--- src/rtl/ps2_host_tx.sv ---
// PS/2 host-to-device transmitter: inhibits the bus, issues a start bit, then shifts
// one command byte out on device-generated clock falling edges and checks the ACK.
`timescale 1ns/1ps
module ps2_host_tx #(
  parameter int INHIBIT_CYCLES = 5000,
  parameter int TIMEOUT_CYCLES = 750000
) (
  input  logic       clk,
  input  logic       reset,
  input  logic [7:0] tx_data,
  input  logic       tx_valid,
  output logic       tx_ready,
  output logic       busy,
  input  logic       ps2_clk_in,
  input  logic       ps2_data_in,
  output logic       ps2_clk_oe,
  output logic       ps2_data_oe,
  output logic       tx_done,
  output logic       tx_error
);

  localparam int INH_W = (INHIBIT_CYCLES > 1) ? $clog2(INHIBIT_CYCLES + 1) : 1;
  localparam int TO_W  = (TIMEOUT_CYCLES > 1) ? $clog2(TIMEOUT_CYCLES + 1) : 1;
  localparam logic [INH_W-1:0] INH_LAST = INH_W'(INHIBIT_CYCLES - 1);
  localparam logic [TO_W-1:0]  TO_LAST  = TO_W'(TIMEOUT_CYCLES - 1);

  localparam logic [2:0] S_IDLE        = 3'd0;
  localparam logic [2:0] S_INHIBIT     = 3'd1;
  localparam logic [2:0] S_START       = 3'd2;
  localparam logic [2:0] S_SEND        = 3'd3;
  localparam logic [2:0] S_ACK_WAIT    = 3'd4;
  localparam logic [2:0] S_ACK_RELEASE = 3'd5;

  logic [2:0]       state_q, state_d;
  logic [9:0]       shift_q, shift_d;
  logic [3:0]       bit_idx_q, bit_idx_d;
  logic [INH_W-1:0] inh_cnt_q, inh_cnt_d;
  logic [TO_W-1:0]  to_cnt_q, to_cnt_d;
  logic [1:0]       clk_sync_q, data_sync_q;
  logic [5:0]       hist_q, hist_d;
  logic             clk_oe_q, clk_oe_d;
  logic             data_oe_q, data_oe_d;
  logic             done_q, done_d;
  logic             err_q, err_d;

  logic clk_s, data_s, fall;

  assign clk_s  = clk_sync_q[1];
  assign data_s = data_sync_q[1];
  // Three stable highs followed by three stable lows filters glitches on the slow bus clock.
  assign fall   = (hist_q == 6'b111000);

  // Ready drops during the done/error pulse so it rises strictly one cycle later.
  assign tx_ready    = (state_q == S_IDLE) && !done_q && !err_q;
  assign busy        = !tx_ready;
  assign ps2_clk_oe  = clk_oe_q;
  assign ps2_data_oe = data_oe_q;
  assign tx_done     = done_q;
  assign tx_error    = err_q;

  always_comb begin
    state_d   = state_q;
    shift_d   = shift_q;
    bit_idx_d = bit_idx_q;
    inh_cnt_d = inh_cnt_q;
    to_cnt_d  = to_cnt_q;
    clk_oe_d  = clk_oe_q;
    data_oe_d = data_oe_q;
    done_d    = 1'b0;
    err_d     = 1'b0;
    hist_d    = {hist_q[4:0], clk_s};

    case (state_q)
      S_IDLE: begin
        clk_oe_d  = 1'b0;
        data_oe_d = 1'b0;
        if (tx_valid && tx_ready) begin
          shift_d   = {1'b1, ~^tx_data, tx_data};
          inh_cnt_d = '0;
          clk_oe_d  = 1'b1;
          state_d   = S_INHIBIT;
        end
      end

      S_INHIBIT: begin
        inh_cnt_d = inh_cnt_q + INH_W'(1);
        if (inh_cnt_q == INH_LAST) begin
          data_oe_d = 1'b1;
          state_d   = S_START;
        end
      end

      S_START: begin
        // History reset hides the falling edge our own inhibit produced.
        clk_oe_d  = 1'b0;
        hist_d    = '0;
        to_cnt_d  = '0;
        bit_idx_d = '0;
        state_d   = S_SEND;
      end

      S_SEND, S_ACK_WAIT, S_ACK_RELEASE: begin
        to_cnt_d = to_cnt_q + TO_W'(1);
        if (to_cnt_q == TO_LAST) begin
          clk_oe_d  = 1'b0;
          data_oe_d = 1'b0;
          err_d     = 1'b1;
          state_d   = S_IDLE;
        end else begin
          case (state_q)
            S_SEND: begin
              if (fall) begin
                data_oe_d = ~shift_q[0];
                shift_d   = {1'b0, shift_q[9:1]};
                bit_idx_d = bit_idx_q + 4'd1;
                if (bit_idx_q == 4'd9) state_d = S_ACK_WAIT;
              end
            end
            S_ACK_WAIT: begin
              data_oe_d = 1'b0;
              if (fall) begin
                if (!data_s) begin
                  state_d = S_ACK_RELEASE;
                end else begin
                  err_d   = 1'b1;
                  state_d = S_IDLE;
                end
              end
            end
            default: begin
              data_oe_d = 1'b0;
              if (clk_s && data_s) begin
                done_d  = 1'b1;
                state_d = S_IDLE;
              end
            end
          endcase
        end
      end

      default: begin
        clk_oe_d  = 1'b0;
        data_oe_d = 1'b0;
        state_d   = S_IDLE;
      end
    endcase
  end

  always_ff @(posedge clk or posedge reset) begin
    if (reset) begin
      state_q     <= S_IDLE;
      shift_q     <= '0;
      bit_idx_q   <= '0;
      inh_cnt_q   <= '0;
      to_cnt_q    <= '0;
      clk_sync_q  <= '0;
      data_sync_q <= '0;
      hist_q      <= '0;
      clk_oe_q    <= 1'b0;
      data_oe_q   <= 1'b0;
      done_q      <= 1'b0;
      err_q       <= 1'b0;
    end else begin
      state_q     <= state_d;
      shift_q     <= shift_d;
      bit_idx_q   <= bit_idx_d;
      inh_cnt_q   <= inh_cnt_d;
      to_cnt_q    <= to_cnt_d;
      clk_sync_q  <= {clk_sync_q[0], ps2_clk_in};
      data_sync_q <= {data_sync_q[0], ps2_data_in};
      hist_q      <= hist_d;
      clk_oe_q    <= clk_oe_d;
      data_oe_q   <= data_oe_d;
      done_q      <= done_d;
      err_q       <= err_d;
    end
  end

endmodule

--- config.mk ---
export PLATFORM = sky130hd
export DESIGN_NAME = ps2_host_tx
export DESIGN_NICKNAME = d
export VERILOG_FILES = /design/src/rtl/ps2_host_tx.sv
export SDC_FILE = /design/constraint.sdc
export NUM_CORES = 1
export LEC_CHECK = 0
export CAP_MARGIN = 20
export CORE_MARGIN = 5
export CORE_UTILIZATION = 52
export CTS_CLUSTER_SIZE = 28
export DETAILED_ROUTE_END_ITERATION = 12
export PLACE_DENSITY = 0.74
export RECOVER_POWER = 100
export SYNTH_ARGS = -nofsm -noshare
export SYNTH_HDL_FRONTEND = slang
export SYNTH_SLANG_ARGS = --single-unit
export TNS_END_PERCENT = 100
--- constraint.sdc ---
create_clock -name clk -period 2.2 [get_ports clk]
set_input_delay 0.55 -clock clk [delete_from_list [all_inputs] [get_ports clk]]
set_output_delay 0.55 -clock clk [all_outputs]
set_load 0.01 [all_outputs]
# After elaboration in Yosys (flattened, before gate mapping)
# Index checks and enable logic that the tools add are counted.
# word_totals
regBits	64
latchBits	0
ram_bits	0
rom_bits	0
input_bits	13
n_memories	0
# op_classes
addsub	3
mul	0
div_mod_pow	0
order_cmp	0
n_eq_ne	19
n_shift	0
n_mux	40
bitwise	3
n_reduce_logical	20
# ops
cell	count
two-way mux 10 bit	4
case mux 20 bit (2 select lines)	1
case mux 13 bit (2 select lines)	1
two-way mux 3 bit	8
adder 20 x 1 -> 20 bit, second input constant	1
== test 20 bit, second input constant	1
case mux 10 bit (2 select lines)	1
two-way mux 1 bit	15
adder 13 x 1 -> 13 bit, second input constant	1
== test 13 bit, second input constant	1
two-way mux 13 bit	1
two-way mux 4 bit	3
inequality test 4 bit, second input constant	3
case mux 3 bit (4 select lines)	1
inequality test 2 bit, second input constant	5
case mux 4 bit (2 select lines)	1
XNOR reduction 8 bit	1
== test 3 x 2 -> 1 bit, second input constant	2
== test 3 bit, second input constant	2
== test 6 bit, second input constant	1
two-way mux 6 bit	1
case mux 1 bit (3 select lines)	2
case mux 3 bit (2 select lines)	1
AND reduction 6 bit	1
other kinds (16)	26

# Depth between registers and ports, before layout
# depth
ltp_word	6
depth_mapped	7

# Worst setup path before layout
# No wires, ideal clock.
# synth_path
path_type	register to register
from	reg to_cnt_q[18]
to	reg shift_q[1]
setup_time_ns	0.125
arrival_ns	2.043
required_ns	2.075
slack_ns	0.033
path_stages_with_launch	7
path_buffers	1
path_cell_list	dfrtp_1 > and4b_1 > nand4_2 > or4_1 > buf_2 > a21oi_4 > mux2_2
# synth_between
elab_chain_len	3
# synth_lines
item	line	rtl
start: declaration	38	logic [TO_W-1:0] to_cnt_q, to_cnt_d;
start signal: assignment	168	to_cnt_q <= to_cnt_d;
== test 20 bit	104	if (to_cnt_q == TO_LAST) begin
inequality test 2 bit (no line)	n/a	
AND reduction 5 bit (no line)	n/a	
end signal: assignment	165	shift_q <= shift_d;
end: declaration	35	logic [9:0] shift_q, shift_d;
# No other way between the ends.
# A chain may end at the register's enable or synchronous reset.

# Worst setup path after layout
# Same ends and word-level chain as after synthesis.

==> results by group <==
Power and ir drop
  – P_sw: about 0.48 mW
  – PD cells: 605 nW/um^2
  – Switching portion of total power: 20.0%
  – P_int: about 1.9 mW
  – Seq pwr share: 50.2%
  – Tot Pwr: 2.37 mW
  – Clk pwr share: between 40% and 50%
  – P_leak: between 1.5 and 2 nW
  – Max VDD drop: approximately 0.00051 V
  – Combinational fraction of design power: under 10%

Finish
  – Most common cell after layout, fill and taps aside: dfrtp_1
  – P&R area growth vs syn: 19.1%
  – Register area: roughly 1600 um^2
  – Fin nets: around 400
  – Fraction of layout cells with a size suffix above 1: between 10% and 20%
  – Most frequent cells in the layout: dfrtp_1 (64), nand2_1 (59), mux2i_1 (20)
  – Footprint of the multi-input gates: approximately 1600 um^2
  – Filler cell count: between 500 and 600
  – Ant. Diodes: 0

Placement
  – Pre-CTS WS: -6.82 ps
  – IO Port Bufs: 18
  – DP Wirelength: ~5 mm
  – Final Wtd Congestion: around 0.86

Clocking
  – H-tree depth: 3
  – Clock Pin Slew Worst Setup and Hold Paths: about 70 ps
  – Clock Sink Count: between 60 and 70
  – Clock tree buffer depth: 2
  – Skew-Pair Late Insertion Delay: ~340 ps
  – Clk Tree Root Cell: clkbuf_8
  – Hold buffers post-CTS: 0
  – CTS tree: built
  – Num CTS Buffers: 9

Yosys
  – EDFF count, synth: 0
  – Most used DFF post-synth: dfrtp_1
  – Synth top area cells: dfrtp_1 (49%), nand2_1 (6.7%), mux2i_1 (6.1%)
  – Mapped Nets: 356
  – Post-synth cell types: 48
  – Share of flip-flops with an asynchronous set or reset: between 90% and 100%
  – Synth area leader: dfrtp_1
  – Syn Area/Cell: 9.70 um^2
  – Mapped cell area: between 3000 and 4000 um^2
  – Post-synthesis cell count: 339
  – Synthesized flop and latch total: 64
  – Post-synthesis sequential area ratio: 48.7%
  – Area share of the largest cell type after synthesis: around half
  – Warnings, synthesis: 0

Floorplanning
  – Top Ports: 19
  – Core Box Area: 6240 um^2
  – Die ar.: between 8000 and 9000 um^2
  – Cell Rows: 29
  – Die X: a little under 90 um
  – Starting density of the core: approximately 53%
  – Die Y: 89.5 um

STA
  – Hold Vio Cnt, Final: 0
  – Setup violators final: 0
  – Max Slew Vio Count: 0
  – RSZ-0062 raised after global routing: false
  – Worst Skew: 8.84 ps
  – Fin crit period: roughly 2100 ps
  – Worst slew pin tran: between 800 and 900 ps
  – Final WS setup: just over 80 ps
  – Slew margin rel.: a little under half
  – Peak Freq: ~0.47 GHz
  – Final Cycle Share: 96.3%

Detailed routing
  – Routed WL: between 6 and 7 mm
  – Via Count: roughly 2600
  – DRT Pass-1 Iters: 4
  – DRT iter0 DRCs: 204
  – Residual DRC: 0
  – Drt wl/cell: 14.6 um
  – Vias per Instance: around 5.7
  – Post-route ant nets: 0

Worst setup path
  – R2r setup slk: just over 80 ps
  – Worst Setup Start Kind: flip-flop
  – Worst r2r dst: shift_q[1]$_DFFE_PP0P_
  – RR Startpoint: to_cnt_q[18]$_DFFE_PP0P_
  – WS Path Type: flip-flop to flip-flop
  – Critical Path RT: around 2400 ps
  – Worst setup EP type: flip-flop
  – Crit path max fanout: 9
  – Worst EP arrival: about 2300 ps
  – R2r worst-path depth: 6

Worst hold path
  – Worst Hold End: clk_sync_q[1]$_DFF_PP0_
  – Hold Path Origin: clk_sync_q[0]$_DFF_PP0_
  – Worst Hold Class: flip-flop to flip-flop
  – Hold Path Stages: 0

GRT
  – Number of global-route vias before repair: 2513
  – GRT Util Overall: between 15 and 20%
  – Gr ovfl total: 0
  – First-pass GRT wire length: ~12 mm
  – Initial antenna violation count: 0
  – Largest net degree at the start of global routing: 34

Status
  – Status: completed

Run
  – Max_cap viols: 0
-- how the worst max path moves through the flow --
stage	slack (ps)	cells after the start	startpoint	to
final	80	6	to_cnt_q[18]$_DFFE_PP0P_	shift_q[1]$_DFFE_PP0P_
after global routing	20	6	to_cnt_q[18]$_DFFE_PP0P_	shift_q[1]$_DFFE_PP0P_
after CTS	20	4	state_q[2]$_DFFE_PP0P_	busy
after detailed placement	-7	5	to_cnt_q[18]$_DFFE_PP0P_	shift_q[4]$_DFFE_PP0P_
after global placement	40	5	to_cnt_q[18]$_DFFE_PP0P_	shift_q[5]$_DFFE_PP0P_
after floorplan	30	6	to_cnt_q[18]$_DFFE_PP0P_	shift_q[1]$_DFFE_PP0P_
-- cells by family after synthesis --
group | Yosys count | synth area share [%]
AO/OA/AOI/OAI | 60 | 11.9
XOR/XNOR | 9 | 2.40
adder cells (fa/ha/maj) | 4 | 1.52
buffers and inverters | 22 | 2.59
flip-flops | 64 | 48.7
multiplexers | 28 | 8.83
AND/OR/NAND/NOR | 152 | 24.0
-- routing by layer --
layer	global-route usage, %	vias to the layer above	part of all wire (%)
li1	-	1317	-
met1	26.3	1264	47
met5	0	-	0
met3	5.07	10	4.4
met4	7.85	0	1.6
met2	29.8	52	47
-- sequential cells by signal, summed over array words and instances (netlist names) --
name,count
hist_q,6
clk_sync_q,2
ps2_data_oe,1
data_sync_q,2
tx_error,1
state_q,3
ps2_clk_oe,1
to_cnt_q,20
inh_cnt_q,13
bit_idx_q,4
shift_q,10
tx_done,1
-- metrics by stage --
step | std cells | cell area (um^2) | util, % | hold slack [ps] | TNS (ps)
finish | 466 | 3920 | 62.8 | 351 | 0
detailed placement | 447 | 3720 | 59.6 | 337 | -16.5
global route | 466 | 3920 | 62.8 | 360 | 0
CTS | 466 | 3970 | 63.7 | 352 | 0
floorplan | 339 | 3290 | - | 331 | 0
global placement | 447 | 3720 | 59.6 | 334 | 0
-- Yosys cell counts, drive strengths merged (6+ instances only) --
cell	n
mux2i	20
nand4	13
and2	8
mux2	8
nand2	59
inv	10
and3	6
dfrtp	64
xnor2	7
nor2	15
a21oi	10
nand3	14
clkbuf	10
o21ai	19
-- worst max-delay path: stages, from the launching register on --
cell and delay, ps:
dfrtp_1 380, and4b_1 260, nand4_2 130, or4_4 550, a21oi_2 210, buf_12 150
mux2_2 330
-- power by group through the flow --
stage,combinational [mW],sequential [mW],clock [mW]
finish,0.0865,1.19,1.09
global route,0.0990,1.19,1.19
CTS,0.0956,1.19,1.12
detailed placement,0.0950,1.21,0
global placement,0.0931,1.21,0
floorplan,0.0515,1.21,0
-- what timing repair did --
item,in CTS,in global routing
buffers inserted,3,0
pin swaps,2,0
gates cloned,0,0
setup endpoints to repair,10,10
gates resized for setup,3,2
-- cell type report --
type / count / share of cell area [%]
clock buffer: 13 / 3.80
clock inverter: 3 / 1.66
inverter: 10 / 0.958
multi-input combinational: 253 / 40.9
sequential: 64 / 40.9
tap: 77 / 2.46
timing repair buffer: 46 / 9.36
No activity file was read; power rests on OpenSTA's default activity.
